$ cat src/rtl/ram_arb_pkg.sv
// rtl/ram_arb_pkg.sv - shared phase/owner encodings and default widths for the RAM port arbiter
package ram_arb_pkg;

    typedef enum logic [1:0] {
        PH_LOAD = 2'd0,
        PH_RUN  = 2'd1,
        PH_DUMP = 2'd2
    } phase_t;

    // Owner tags double as bit positions in the request/grant vectors.
    localparam logic OWN_U = 1'b0;
    localparam logic OWN_C = 1'b1;

    localparam int DEF_ADDR_W = 16;
    localparam int DEF_DATA_W = 8;

endpackage

$ cat src/rtl/rr_arbiter2.sv
// rtl/rr_arbiter2.sv - two-input round-robin arbiter with eligibility mask and one-hot grant
module rr_arbiter2
    import ram_arb_pkg::*;
(
    input  logic       clk_in,
    input  logic       rst,
    input  logic [1:0] req,
    input  logic [1:0] elig,
    output logic [1:0] gnt
);

    logic       last;
    logic [1:0] act;

    // On contention the requester that did not win most recently takes the slot.
    always_comb begin
        act = req & elig;
        gnt = 2'b00;
        case (act)
            2'b01:   gnt = 2'b01;
            2'b10:   gnt = 2'b10;
            2'b11:   gnt = (last == OWN_C) ? 2'b01 : 2'b10;
            default: gnt = 2'b00;
        endcase
    end

    always_ff @(posedge clk_in or posedge rst) begin
        if (rst) begin
            last <= OWN_U;
        end else if (gnt != 2'b00) begin
            last <= gnt[OWN_C];
        end
    end

endmodule

$ cat src/rtl/ram_port_arbiter.sv
// rtl/ram_port_arbiter.sv - phase sequencer and round-robin sharing of the single-port RAM
module ram_port_arbiter
    import ram_arb_pkg::*;
#(
    parameter int ADDR_W = DEF_ADDR_W,
    parameter int DATA_W = DEF_DATA_W,
    parameter int RD_LAT = 1
) (
    input  logic              clk_in,
    input  logic              rst,
    input  logic              u_req,
    input  logic              u_we,
    input  logic [ADDR_W-1:0] u_addr,
    input  logic [DATA_W-1:0] u_wdata,
    output logic              u_gnt,
    output logic              u_rvalid,
    input  logic              c_req,
    input  logic              c_we,
    input  logic [ADDR_W-1:0] c_addr,
    input  logic [DATA_W-1:0] c_wdata,
    output logic              c_gnt,
    output logic              c_rvalid,
    output logic [DATA_W-1:0] rdata,
    input  logic              uart_done,
    input  logic              end_ops,
    input  logic              dump_done,
    output logic [ADDR_W-1:0] ram_addr,
    output logic [DATA_W-1:0] ram_wdata,
    output logic              ram_we,
    input  logic [DATA_W-1:0] ram_rdata,
    output logic [1:0]        phase,
    output logic              core_run
);

    phase_t            state;
    phase_t            state_nxt;
    logic [1:0]        elig;
    logic [1:0]        gnt;
    logic              win_any;
    logic              win_c;
    logic              win_we;
    logic [ADDR_W-1:0] win_addr;
    logic [DATA_W-1:0] win_wdata;
    logic              rd_issue;
    logic [RD_LAT-1:0] tag_vld;
    logic [RD_LAT-1:0] tag_own;

    always_ff @(posedge clk_in or posedge rst) begin
        if (rst) begin
            state <= PH_LOAD;
        end else begin
            state <= state_nxt;
        end
    end

    // Each done flag only counts in the phase it terminates.
    always_comb begin
        state_nxt = state;
        phase     = state;
        core_run  = 1'b0;
        elig      = 2'b01;
        case (state)
            PH_LOAD: if (uart_done) state_nxt = PH_RUN;
            PH_RUN: begin
                core_run = 1'b1;
                elig     = 2'b11;
                if (end_ops) state_nxt = PH_DUMP;
            end
            PH_DUMP: if (dump_done) state_nxt = PH_LOAD;
            default: state_nxt = PH_LOAD;
        endcase
    end

    rr_arbiter2 u_rr (
        .clk_in (clk_in),
        .rst    (rst),
        .req    ({c_req, u_req}),
        .elig   (elig),
        .gnt    (gnt)
    );

    assign u_gnt     = gnt[OWN_U];
    assign c_gnt     = gnt[OWN_C];
    assign win_any   = |gnt;
    assign win_c     = gnt[OWN_C];
    assign win_we    = win_c ? c_we : u_we;
    assign win_addr  = win_c ? c_addr : u_addr;
    assign win_wdata = win_c ? c_wdata : u_wdata;
    assign rd_issue  = win_any & ~win_we;

    always_ff @(posedge clk_in or posedge rst) begin
        if (rst) begin
            ram_we    <= 1'b0;
            ram_addr  <= '0;
            ram_wdata <= '0;
        end else begin
            ram_we <= win_any & win_we;
            if (win_any) begin
                ram_addr  <= win_addr;
                ram_wdata <= win_wdata;
            end
        end
    end

    // Reads carry their owner through the RAM latency so a phase change cannot misroute them.
    always_ff @(posedge clk_in or posedge rst) begin
        if (rst) begin
            tag_vld  <= '0;
            tag_own  <= '0;
            u_rvalid <= 1'b0;
            c_rvalid <= 1'b0;
            rdata    <= '0;
        end else begin
            tag_vld  <= RD_LAT'({tag_vld, rd_issue});
            tag_own  <= RD_LAT'({tag_own, win_c});
            u_rvalid <= tag_vld[RD_LAT-1] & (tag_own[RD_LAT-1] == OWN_U);
            c_rvalid <= tag_vld[RD_LAT-1] & (tag_own[RD_LAT-1] == OWN_C);
            if (tag_vld[RD_LAT-1]) begin
                rdata <= ram_rdata;
            end
        end
    end

endmodule

$ cat config.mk
export PLATFORM = sky130hd
export DESIGN_NAME = ram_port_arbiter
export DESIGN_NICKNAME = d
export VERILOG_FILES = /design/src/rtl/ram_arb_pkg.sv /design/src/rtl/rr_arbiter2.sv /design/src/rtl/ram_port_arbiter.sv
export SDC_FILE = /design/constraint.sdc
export NUM_CORES = 1
export LEC_CHECK = 0
export CORE_UTILIZATION = 43
export CTS_CLUSTER_SIZE = 10
export DETAILED_ROUTE_END_ITERATION = 16
export PLACE_DENSITY = 0.89
export SKIP_CTS_REPAIR_TIMING = 1
export SYNTH_ARGS = -nofsm -noshare
export SYNTH_HDL_FRONTEND = slang
export SYNTH_SLANG_ARGS = --single-unit
$ cat constraint.sdc
create_clock -name clk_in -period 3.51 [get_ports clk_in]
set_input_delay 0.5265 -clock clk_in [delete_from_list [all_inputs] [get_ports clk_in]]
set_output_delay 0.5265 -clock clk_in [all_outputs]
set_load 0.02 [all_outputs]
# [After elaboration in Yosys (flattened, before gate mapping)]
# Cells that the tools add are included.
[classes] eq_ne=8 mux=11 bitwise_logic=7 n_reduce_logical=4
[op_table] cell="16-bit 2-to-1 mux" count=1
[op_table] cell="2-bit one-hot mux with 3 select lines" count=2
[op_table] cell="2-bit 2-to-1 mux" count=5
[op_table] cell="8-bit 2-to-1 mux" count=1
[op_table] cell="2-bit equality test (second input constant)" count=3
[op_table] cell="2-bit inequality test (second input constant)" count=3
[op_table] cell="1-bit bitwise AND" count=4
[op_table] cell="2-bit by 1-bit equality test with 1-bit output (second input constant)" count=2
[op_table] cell="3-bit AND reduction" count=1
[op_table] cell="2-bit bitwise AND" count=1
[op_table] cell="2-bit logical NOT" count=1
[op_table] cell="1-bit 2-to-1 mux" count=2
[op_table] cell="1-bit NOT" count=2
[op_table] cell="2-bit nonzero test" count=1
[op_table] cell="2-bit OR reduction" count=1
[totals] ff_bits=40 in_bits=65 out_inout_bits=40 word_cells=40

# [Logic depth before layout (Yosys ltp)]
[logic_depth] word_depth=8 ltp_mapped=5

# [Modules after synthesis]
# A second synthesis with hierarchy kept.
[hier_totals] cells_unflattened=152 hier_area_um2=1750.4
[by_module_without_submodules] mod="ram_port_arbiter" n_inst=1 cells_each=144 area_each_um2=1687.9 seq_area_each_um2=975.9
[by_module_without_submodules] mod="rr_arbiter2" n_inst=1 cells_each=8 area_each_um2=62.6 seq_area_each_um2=25.0

# [Worst setup path after synthesis]
# OpenSTA, ideal clock, no wires.
[synth_path] kind="reg-to-output" startpoint="reg state[1], in the netlist phase[1]" endpoint="out c_gnt" arrival_ps=1322 required_ps=2984 path_slack_ps=1661 stages_incl_launch_ff=4 cell_sequence="dfrtp_1 -> nand3b_4 -> buf_2 -> a21oi_1"
[synth_between] elab_chain_cells=5
[synth_rtl] item="start, declared" line_no="ram_port_arbiter.sv:35" rtl="phase_t state;"
[synth_rtl] item="start signal, assigned" line_no="ram_port_arbiter.sv:52" rtl="state <= state_nxt;"
[synth_rtl] item="2-bit by 1-bit equality test with 1-bit output (*)" line_no="ram_port_arbiter.sv:62" rtl="case (state)"
[synth_rtl] item="2-bit 2-to-1 mux (*)" line_no="ram_port_arbiter.sv:62"
[synth_rtl] item="2-bit bitwise AND (*)" line_no="rr_arbiter2.sv:17" rtl="act = req & elig;"
[synth_rtl] item="2-bit equality test / 2-bit by 1-bit equality test with 1-bit output (equally long branches)" line_no="rr_arbiter2.sv:19" rtl="case (act)"
[synth_rtl] item="2-bit one-hot mux with 3 select lines (*)" line_no="rr_arbiter2.sv:19"
[synth_rtl] item="end, declared" line_no="ram_port_arbiter.sv:21" rtl="output logic c_gnt,"
# Mark *: on every way between the ends. The rest lies on a longest branch, timed or not.

# [Worst setup path after layout]
[layout_path] startpoint="in c_req" endpoint="out c_gnt"
[layout_between] elab_chain_cells=3
[layout_rtl] item="start, declared" line_no="ram_port_arbiter.sv:17" rtl="input logic c_req,"
[layout_rtl] item="2-bit bitwise AND (*)" line_no="rr_arbiter2.sv:17"
[layout_rtl] item="2-bit equality test / 2-bit by 1-bit equality test with 1-bit output (equally long branches)" line_no="rr_arbiter2.sv:19"
[layout_rtl] item="2-bit one-hot mux with 3 select lines (*)" line_no="rr_arbiter2.sv:19"
# Marks and branches as above.

==> flow_summary.toml <==
[run_status]
outcome = "finished, violations left"
violations = "design-rule violations"

[drt]
drt_pass1_iterations = 10
via_count = 1770
routed_antenna_nets = 0
drt-wirelength-per-cell_um = 16.1
drc = 7
detail_route.iter0.violations = 123
finalWirelength_um = 5320
vias_per_cell = 5.36

[worst_setup_path]
critical_path.top_delay_family = "buffers and inverters"
ff2ff_path_depth = 4
path_buf_inv = 2
cpMaxStageDelayCell = "clkdlybuf4s50_1"
startpoint_type = "primary input"
critical_path_peak_fanout = 4
regToRegEndpoint = "ram_addr[3]$_DFFE_PP0P_"
timing_worst_setup_path_type = "primary input to primary output"
cp_slowest_stage_delay_ps = 670
endpoint_kind = "primary output"
cpMostUsedCell = "clkdlybuf4s50_1"
worst-endpoint-arrival_ps = 2040
worst_ep_required_time_ps = 2980
crit_chain = "clkdlybuf4s50_1, nand3b_4, a21oi_1, clkdlybuf4s50_1"
timing.reg2reg.setup_slack_ps = 1710
worst_r2r_startpoint = "u_rr.last$_DFFE_PP0P_"

[grt]
grt_pass1_wl_um = 8780
grtUsageTotal = 0.225
grt_max_degree = 50
first_global_vias = 1846
grt.overflow.total = 0
antenna_violations_before_repair = 0

[clock_network]
clk_pin_slew_ps = 80
ctsLongestPathBuffers = 2
cts.root.buffer_cell = "clkbuf_8"
tritoncts_num_sinks = 40
clock_insertion_delay_at_the_later_pin_of_the_skew_report_ps = 300
number_of_h_tree_branching_levels = 2
tritoncts = "yes"
cts_buffers = 5

[sta]
timing_max_transition_violations_final = 0
tns_ps = 0
fin_worst_skew_ps = 8.57
upper_clock_frequency_limit_mhz = 390
final-setup-viol-count = 0
setup_repair_after_global_routing_missed_its_margin = "false"
timing_worst_slew_pin_value_ps = 1160
timing.slew.headroom = 0.228
final.hold.worst_slack_ps = 426
min_tclk_post_route_ps = 2560
layout_worst_path_cycle_share = 0.731
hold_viol_final = 0

[synthesis]
ys_types = 18
synth_top_area_share = 0.487
yosys.area.top_type = "dfrtp_1"
ys_seq_elements = 40
yosysWarningCount = 0
synthesis.area_per_instance_um2 = 11.7
post_synth_inst_count = 176
synthesis.nets = 241
yosysSeqAreaShare = 0.487
netlist_area_mm2 = 0.00205
synthTopCellsByArea = "dfrtp_1 (49%), mux2i_1 (13%), a221oi_2 (12%), nor3_1 (5.8%), inv_1 (5.3%)"

[power_and_ir_drop]
static-leakage-power_uw = 0.00148
pd_cells_mw_per_mm2 = 555
power.ir.vdd_worst_uv = 298

[finish]
finalNetCount = 342
finalCoreUtilization = 0.718
antennaDiodeCount = 0
drive_gt1_frac = 0.137
finalInstanceArea_mm2 = 0.00321
area_growth_pct = 56.3

[floorplan]
num_io_pins = 105
fp-row-count = 24
area_of_the_die_mm2 = 0.00506
die_width_um = 71.1
initial_core_util = 0.459
floorplan.core_area_mm2 = 0.00447
chipHeight_um = 71.1

[min_path]
holdPathEnd = "u_rvalid$_DFF_PP0_"
hold_path_startpoint = "tag_own$_DFF_PP0_"
min_path_cells = 1
worstHoldPathType = "flop to flop"

[placement]
port-buffer-count = 104
weighted_congestion_at_the_end_of_routability_driven_global_placement = 0.830
dpl-instance-area_mm2 = 0.00312
hpwlAfterDp_um = 3760

[flow_run]
max-cap-violations = 0
per-layer routing:
metal	vias up	routed length [um]	GRT usage
met5	-	0	0
met4	0	146	0.0956
met3	12	323	0.0613
met2	63	2590	0.374
met1	859	2260	0.277
li1	836	-	-
flip-flops by register name (all words and copies together) (netlist names):
signal     flops
ram_we         1
phase          2
u_rr.last      1
rdata          8
ram_addr      16
tag_vld        1
tag_own        1
c_rvalid       1
u_rvalid       1
ram_wdata      8
area by class of cell:
class | instances | area (um^2)
Clock inverter | 2 | 10.0
Fill cell | 330 | 1260
Clock buffer | 6 | 82.6
Timing Repair Buffer | 108 | 1070
Multi-Input combinational cell | 93 | 872
Tap cell | 52 | 65.1
Sequential cell | 40 | 1000
Inverter | 29 | 109
Yosys cell counts (all sizes together):
| library cell | n |
|---|---|
| nor3 | 24 |
| buf | 8 |
| inv | 29 |
| a221oi | 24 |
| o21a | 1 |
| clkbuf | 6 |
| nand3b | 1 |
| mux2i | 26 |
| nor2b | 2 |
| mux2 | 8 |
| a22o | 3 |
| dfrtp | 40 |
| nor2 | 2 |
| a21oi | 1 |
| and2 | 1 |
worst reg2reg max path, delay by kind of cell (launching register included):
| kind | cells | cell delay (ps) |
|---|---|---|
| DFF | 1 | 540 |
| AOI/OAI and AO/OA | 2 | 390 |
| buffers and inverters | 2 | 700 |
report_power, final:
group          leakage [uW]  switching, uW  internal (uW)  total, uW
Sequential         0.000468           84.2            576        660
Clock             0.0000510            163            157        320
Combinational      0.000966            385            418        803
through the flow:
stage                     setup slack (ps)  cells  total power, uW
after detailed placement               936    322             1470
after global routing                   875    330             1880
after global placement                 959    322             1450
final                                  945    330             1780
after floorplan                       1660    176             1100
after CTS                              935    330             1800
placed cells by master (no fill, tap or decap), drive strengths merged, types with 2 or more instances in the layout:
master and count:
clkdlybuf4s50 104, dfrtp 40, inv 29, mux2i 26
nor3 24, a221oi 24, mux2 8, clkbuf 6
buf 4, a22o 3, nor2b 2, nor2 2
clkinv 2
worst max-delay path by stage:
stage                          from  endpoint  slack [ps]  depth (start not counted)
6_report                      c_req     c_gnt         950                          4
2_1_floorplan  phase[1]$_DFFE_PP0P_     c_gnt        1660                          3
3_5_place_dp                  c_req     c_gnt         940                          4
3_3_place_gp                  c_req     c_gnt         960                          4
4_1_cts                       c_req     c_gnt         940                          4
5_1_grt                       c_req     c_gnt         870                          4
logic make-up after synthesis:
kind of cell           after synthesis  synth area share
buffers and inverters               43            0.0883
flip-flops                          40             0.487
multiplexers                        34             0.171
AND/OR/NAND/NOR                     30            0.0810
AO/OA/AOI/OAI                       29             0.173
(Power assumes the default switching activity.)
==> variant 1 (same flow settings) <==
Set the parameter `RD_LAT` to 2 (it was 1).
--- a/src/rtl/ram_port_arbiter.sv
+++ b/src/rtl/ram_port_arbiter.sv
@@ -4,7 +4,7 @@
 #(
     parameter int ADDR_W = DEF_ADDR_W,
     parameter int DATA_W = DEF_DATA_W,
-    parameter int RD_LAT = 1
+    parameter int RD_LAT = 2
 ) (
     input  logic              clk_in,
     input  logic              rst,
Behaviour: not the same (Yosys sat finds a counterexample within 4 cycles, from zero or initial values and one cycle with rst high).
==> variant 1 against the original RTL <==
  * Via count up 0.34%
  * Cell area up 2.8%
  * Register-to-register slack better by 0.12 ns
  * Routed wire length down 2.1%
  * Area after synthesis up 2.4%
  * Hold slack worse by 0.071 ns
  * Power up 4.8%
  * Worst setup slack worse by 0.043 ns
  * Sequential cell count up 2
  * Critical path type unchanged
==> variant 1: results (changes against the original RTL) <==
* Post-Route WL at 5.21 mm (-2.1%)
* Post-route setup TNS at 0 ns (unchanged)
* RD Place Congestion at 0.848 (+2.1%)
* Clock Root Buffer: clkbuf_8
* Post-synth top cells: dfrtp_1, inv_1, mux2i_1, nor3_1, a221oi_2
* Worst Path Max Fanout at 4 (unchanged)
* Vias in the first global route at 1854 (+0.43%)
* Place WS at 0.903 ns (-0.0334 ns)
* Sequential fraction of the synthesis area at 49.9% (+1.2 points)
* HP Class: flip-flop to flip-flop
* CTS H-tree lvls at 2 (unchanged)
* Pin count of the biggest net entering global routing at 50 (unchanged)
* Clock buffers created by TritonCTS at 5 (unchanged)
* Final-stage net count at 344 (+0.58%)
* Clock skew at 0.00371 ns (-0.00486 ns)
* GR Layer Usage met3 at 3.47% (-2.7 points)
* First-pass GRT wire length at 8.63 mm (-1.7%)
* Worst-path clk slew at 0.08 ns (about the same)
* CTS max path bufs at 2 (unchanged)
* Pleak at 1.51 nW (+1.5%)
* HPWL after DPL at 3.64 mm (-3.1%)
* Post-synthesis cell count at 178 (+1.1%)
* M2 GR Usage at 37.7% (+0.34 points)
* M1 GR Usage at 26.5% (-1.2 points)
* Synth unique cells at 18 (unchanged)
* Placed Instances at 339 (+5.3%)
* Top flop regs: ram_addr x16, ram_wdata x8, rdata x8
* Peak supply drop at 0.000374 V (+26%)
* Switching part of the total at 34.0% (-1.4 points)
* Critical path required time at 2.98 ns (about the same)
* Skew-Pair Late Insertion Delay at 0.29 ns
* DP Area at 0.00319 mm^2 (+2.2%)
* Drt via density at 5.12 (-4.6%)
* Synth area leaders: dfrtp_1, mux2i_1, a221oi_2, nor3_1, inv_1
* Slew HR at 24.9% (+2.1 points)
* Synth Net Count at 243 (+0.83%)
* Tot GR Track Use at 21.6% (-0.94 points)
* Port bufs at 104 (unchanged)
* 1st-iter DRT viols at 95 (-23%)
* YS warnings at 0 (unchanged)
* Async SR Flop Fraction at 100% (unchanged)
* N_diodes at 0 (unchanged)
* Non-filler cells in the finished layout at 347 (+5.2%)
* Outcome: completed
* Antenna violations before repair at 0 (unchanged)
* Share of cells above drive strength 1 at 13.6% (-0.098 points)
* DR pass1 iterations at 4 (-6)
-- variant 1: cell count changes after synthesis, sizes merged --
cell,delta
dfrtp,+2
-- variant 1: final cells by class --
cell class | count | area [um^2]
Inverter | 29 | 109
Clock buffer | 5 | 68.8
Multi-Input combinational cell | 93 | 872
Tap cell | 67 | 83.8
Fill cell | 355 | 1420
Timing Repair Buffer | 108 | 1070
Clock inverter | 3 | 45.0
Sequential cell | 42 | 1050
-- variant 1: final timing paths --
path / slack, ns / from / endpoint / cells after the start
min: 0.35 / tag_own[0] / tag_own[1] / 0
max: 0.90 / c_req / c_gnt / 4
max in group asynchronous: 2.49 / rst / ram_wdata[3] / 3
min reg2reg: 0.35 / tag_own[0] / tag_own[1] / 0
min in group asynchronous: 0.65 / rst / phase[0] / 3
max reg2reg: 1.83 / phase[1] / ram_addr[11] / 4
-- variant 1: power by group through the flow --
| stage | combinational [mW] | clock, mW | sequential (mW) |
|---|---|---|---|
| CTS | 0.818 | 0.391 | 0.678 |
| floorplan | 0.323 | 0 | 0.808 |
| global placement | 0.801 | 0 | 0.683 |
| global route | 0.861 | 0.407 | 0.692 |
| finish | 0.808 | 0.382 | 0.678 |
| detailed placement | 0.815 | 0 | 0.685 |
-- variant 1: cells by family after synthesis --
kind of cell	count (synthesis)	synth area share (%)
compound gates	29	16.9
simple gates	30	7.91
flops	42	49.9
buf+inv	43	8.62
mux	34	16.6
-- variant 1: critical path, stage by stage --
cell	delay, ns
clkdlybuf4s50_1	0.52
nand3b_4	0.09
a21oi_1	0.27
clkdlybuf4s50_1	0.67
-- variant 1: layer usage --
layer / up-vias / part of all wire, %
li1: 849 / -
met5: - / 0
met4: 0 / 2.5
met3: 11 / 4.4
met2: 61 / 52
met1: 855 / 41
==> variant 2 (config.mk and constraints unchanged) <==
Without the edit above. Reset style: synchronous (`rst`), changed in 4 clocked blocks.
--- a/src/rtl/rr_arbiter2.sv
+++ b/src/rtl/rr_arbiter2.sv
@@ -24,7 +24,7 @@
         endcase
     end
 
-    always_ff @(posedge clk_in or posedge rst) begin
+    always_ff @(posedge clk_in) begin
         if (rst) begin
             last <= OWN_U;
         end else if (gnt != 2'b00) begin
--- a/src/rtl/ram_port_arbiter.sv
+++ b/src/rtl/ram_port_arbiter.sv
@@ -45,7 +45,7 @@
     logic [RD_LAT-1:0] tag_vld;
     logic [RD_LAT-1:0] tag_own;
 
-    always_ff @(posedge clk_in or posedge rst) begin
+    always_ff @(posedge clk_in) begin
         if (rst) begin
             state <= PH_LOAD;
         end else begin
@@ -88,7 +88,7 @@
     assign win_wdata = win_c ? c_wdata : u_wdata;
     assign rd_issue  = win_any & ~win_we;
 
-    always_ff @(posedge clk_in or posedge rst) begin
+    always_ff @(posedge clk_in) begin
         if (rst) begin
             ram_we    <= 1'b0;
             ram_addr  <= '0;
@@ -103,7 +103,7 @@
     end
 
     // Reads carry their owner through the RAM latency so a phase change cannot misroute them.
-    always_ff @(posedge clk_in or posedge rst) begin
+    always_ff @(posedge clk_in) begin
         if (rst) begin
             tag_vld  <= '0;
             tag_own  <= '0;
Check against the original RTL: differs if rst is asserted again (counterexample within 4 cycles, from zero or initial values and one cycle with rst high); with rst held inactive, the same outputs for 10 cycles.
==> variant 2 against the original RTL <==
  * Routed wire length is 19% lower
  * Area after synthesis is 25% lower
  * Critical path depth stayed put
  * Sequential share of layout area is 1.4 points lower
  * Sequential cell count stayed put
  * Hold slack better by 0.00086 ns
  * Clock skew is 0.0022 ns lower
  * Worst setup slack worse by 0.098 ns
  * Cell area is 16% lower
Power is not compared: it rests on default switching activity, and its combinational part moved more than twofold at a synthesized area within 25%.
==> variant 2: results (changes against the original RTL) <==
* Synth Net Count at 214 (-11%)
* R2R Path Start: phase[0]
* Place WS at 0.865 ns (-0.0713 ns)
* Async SR Flop Fraction at 0% (-100 points)
* Synth area leaders: dfxtp_1, a221o_1, and3_1, mux2i_1, nor2_1
* Post-synthesis cell count at 149 (-15%)
* Mux contribution to synthesized area at 5.83% (-11 points)
* Reg2reg end: ram_addr[12]
* Post-Route WL at 4.33 mm (-19%)
* Final-stage net count at 317 (-7.3%)
* Hold_ws at 0.426 ns (+0.000856 ns)
* Setup ws final at 0.847 ns (-0.0981 ns)
* Share of cells above drive strength 1 at 5.56% (-8.1 points)
* DP Area at 0.00262 mm^2 (-16%)
* Placed Instances at 291 (-9.6%)
* HPWL after DPL at 3.17 mm (-16%)
* Skew-Pair Late Insertion Delay at 0.34 ns (+0.04 ns)
* Worst-path clk slew at 0.10 ns (+0.02 ns)
* Worst Path Max Fanout at 8 (+4)
* Cells on worst reg2reg path at 5 (+1)
* Clock skew at 0.00634 ns (-0.00223 ns)
* WL/cell at 14.5 um (-9.9%)
* Post-Synth XOR/XNOR Area at 0% (unchanged)
* Synth unique cells at 22 (+4)
* Worst slew pin tran at 1.13 ns (-0.0275 ns)
* Clock Root Buffer: clkbuf_4
* Pin count of the biggest net entering global routing at 26 (-48%)
* Adder-Cell Fraction of Synth Area at 0% (unchanged)
* Pleak at 1.09 nW
* DR pass1 iterations at 4 (-6)
* Clock buffers created by TritonCTS at 5 (unchanged)
* Synthesis-to-layout area growth at 73.9%
* Synth Area in Compound Gates at 16.8% (-0.45 points)
* Post-synth top cells: dfxtp_1, a221o_1, and3_1, nor2_1, mux2i_1
* Fill count at 226 (-32%)
* Tot GR Track Use at 23.5% (+1.0 points)
* CP endpoint: u_gnt
* 1st-iter DRT viols at 71 (-42%)
* RD Place Congestion at 0.803 (-3.3%)
* Vias in the first global route at 1481 (-20%)
* Crit path launch: u_req
* Sequential fraction of the synthesis area at 51.8% (+3.1 points)
* Min-delay src: tag_own
* Outcome: completed
* Reg2reg setup slack at 1.62 ns (-0.09 ns)
* Drt via density at 5.37 (+0.10%)
* Critical Path AT at 2.14 ns (+0.10 ns)
* First-pass GRT wire length at 6.50 mm (-26%)
## variant 2: worst min path at each step
| stage | to | cells after the start |
|---|---|---|
| 2_1_floorplan | u_rvalid | 1 |
| 3_3_place_gp | u_rvalid | 1 |
| 3_5_place_dp | u_rvalid | 1 |
| 4_1_cts | u_rvalid | 1 |
| 5_1_grt | u_rvalid | 1 |
| 6_report | u_rvalid | 1 |
## variant 2: layer usage
metal  up-vias  share of wire, %  GRT usage (%)
met4         0               2.2           10.2
met5         -                 0              0
met1       757                42           26.7
li1        771                 -              -
met2        61                49           40.3
met3        11               6.5           7.87
## variant 2: worst max-delay path, cell delays in order
cell and delay, ns:
clkdlybuf4s50_1 0.61, inv_1 0.18, nor2_1 0.19, clkdlybuf4s50_1 0.63
## variant 2: area by class of cell
cell class / count / share of cell area [%]
clock buffer: 7 / 2.42
sequential: 40 / 29.8
tap: 46 / 2.14
timing repair buffer: 108 / 39.9
inverter: 2 / 0.279
multi-input combinational: 95 / 25.5
## variant 2: kinds of logic after synthesis
logic type      Yosys count
compound gates           29
buf+inv                  14
mux                       9
flops                    40
simple gates             57
## variant 2: power by group
part           internal, mW  switching (mW)
sequential            0.483          0.0183
clock                 0.114           0.138
combinational         0.145          0.0960
total                 0.742           0.252
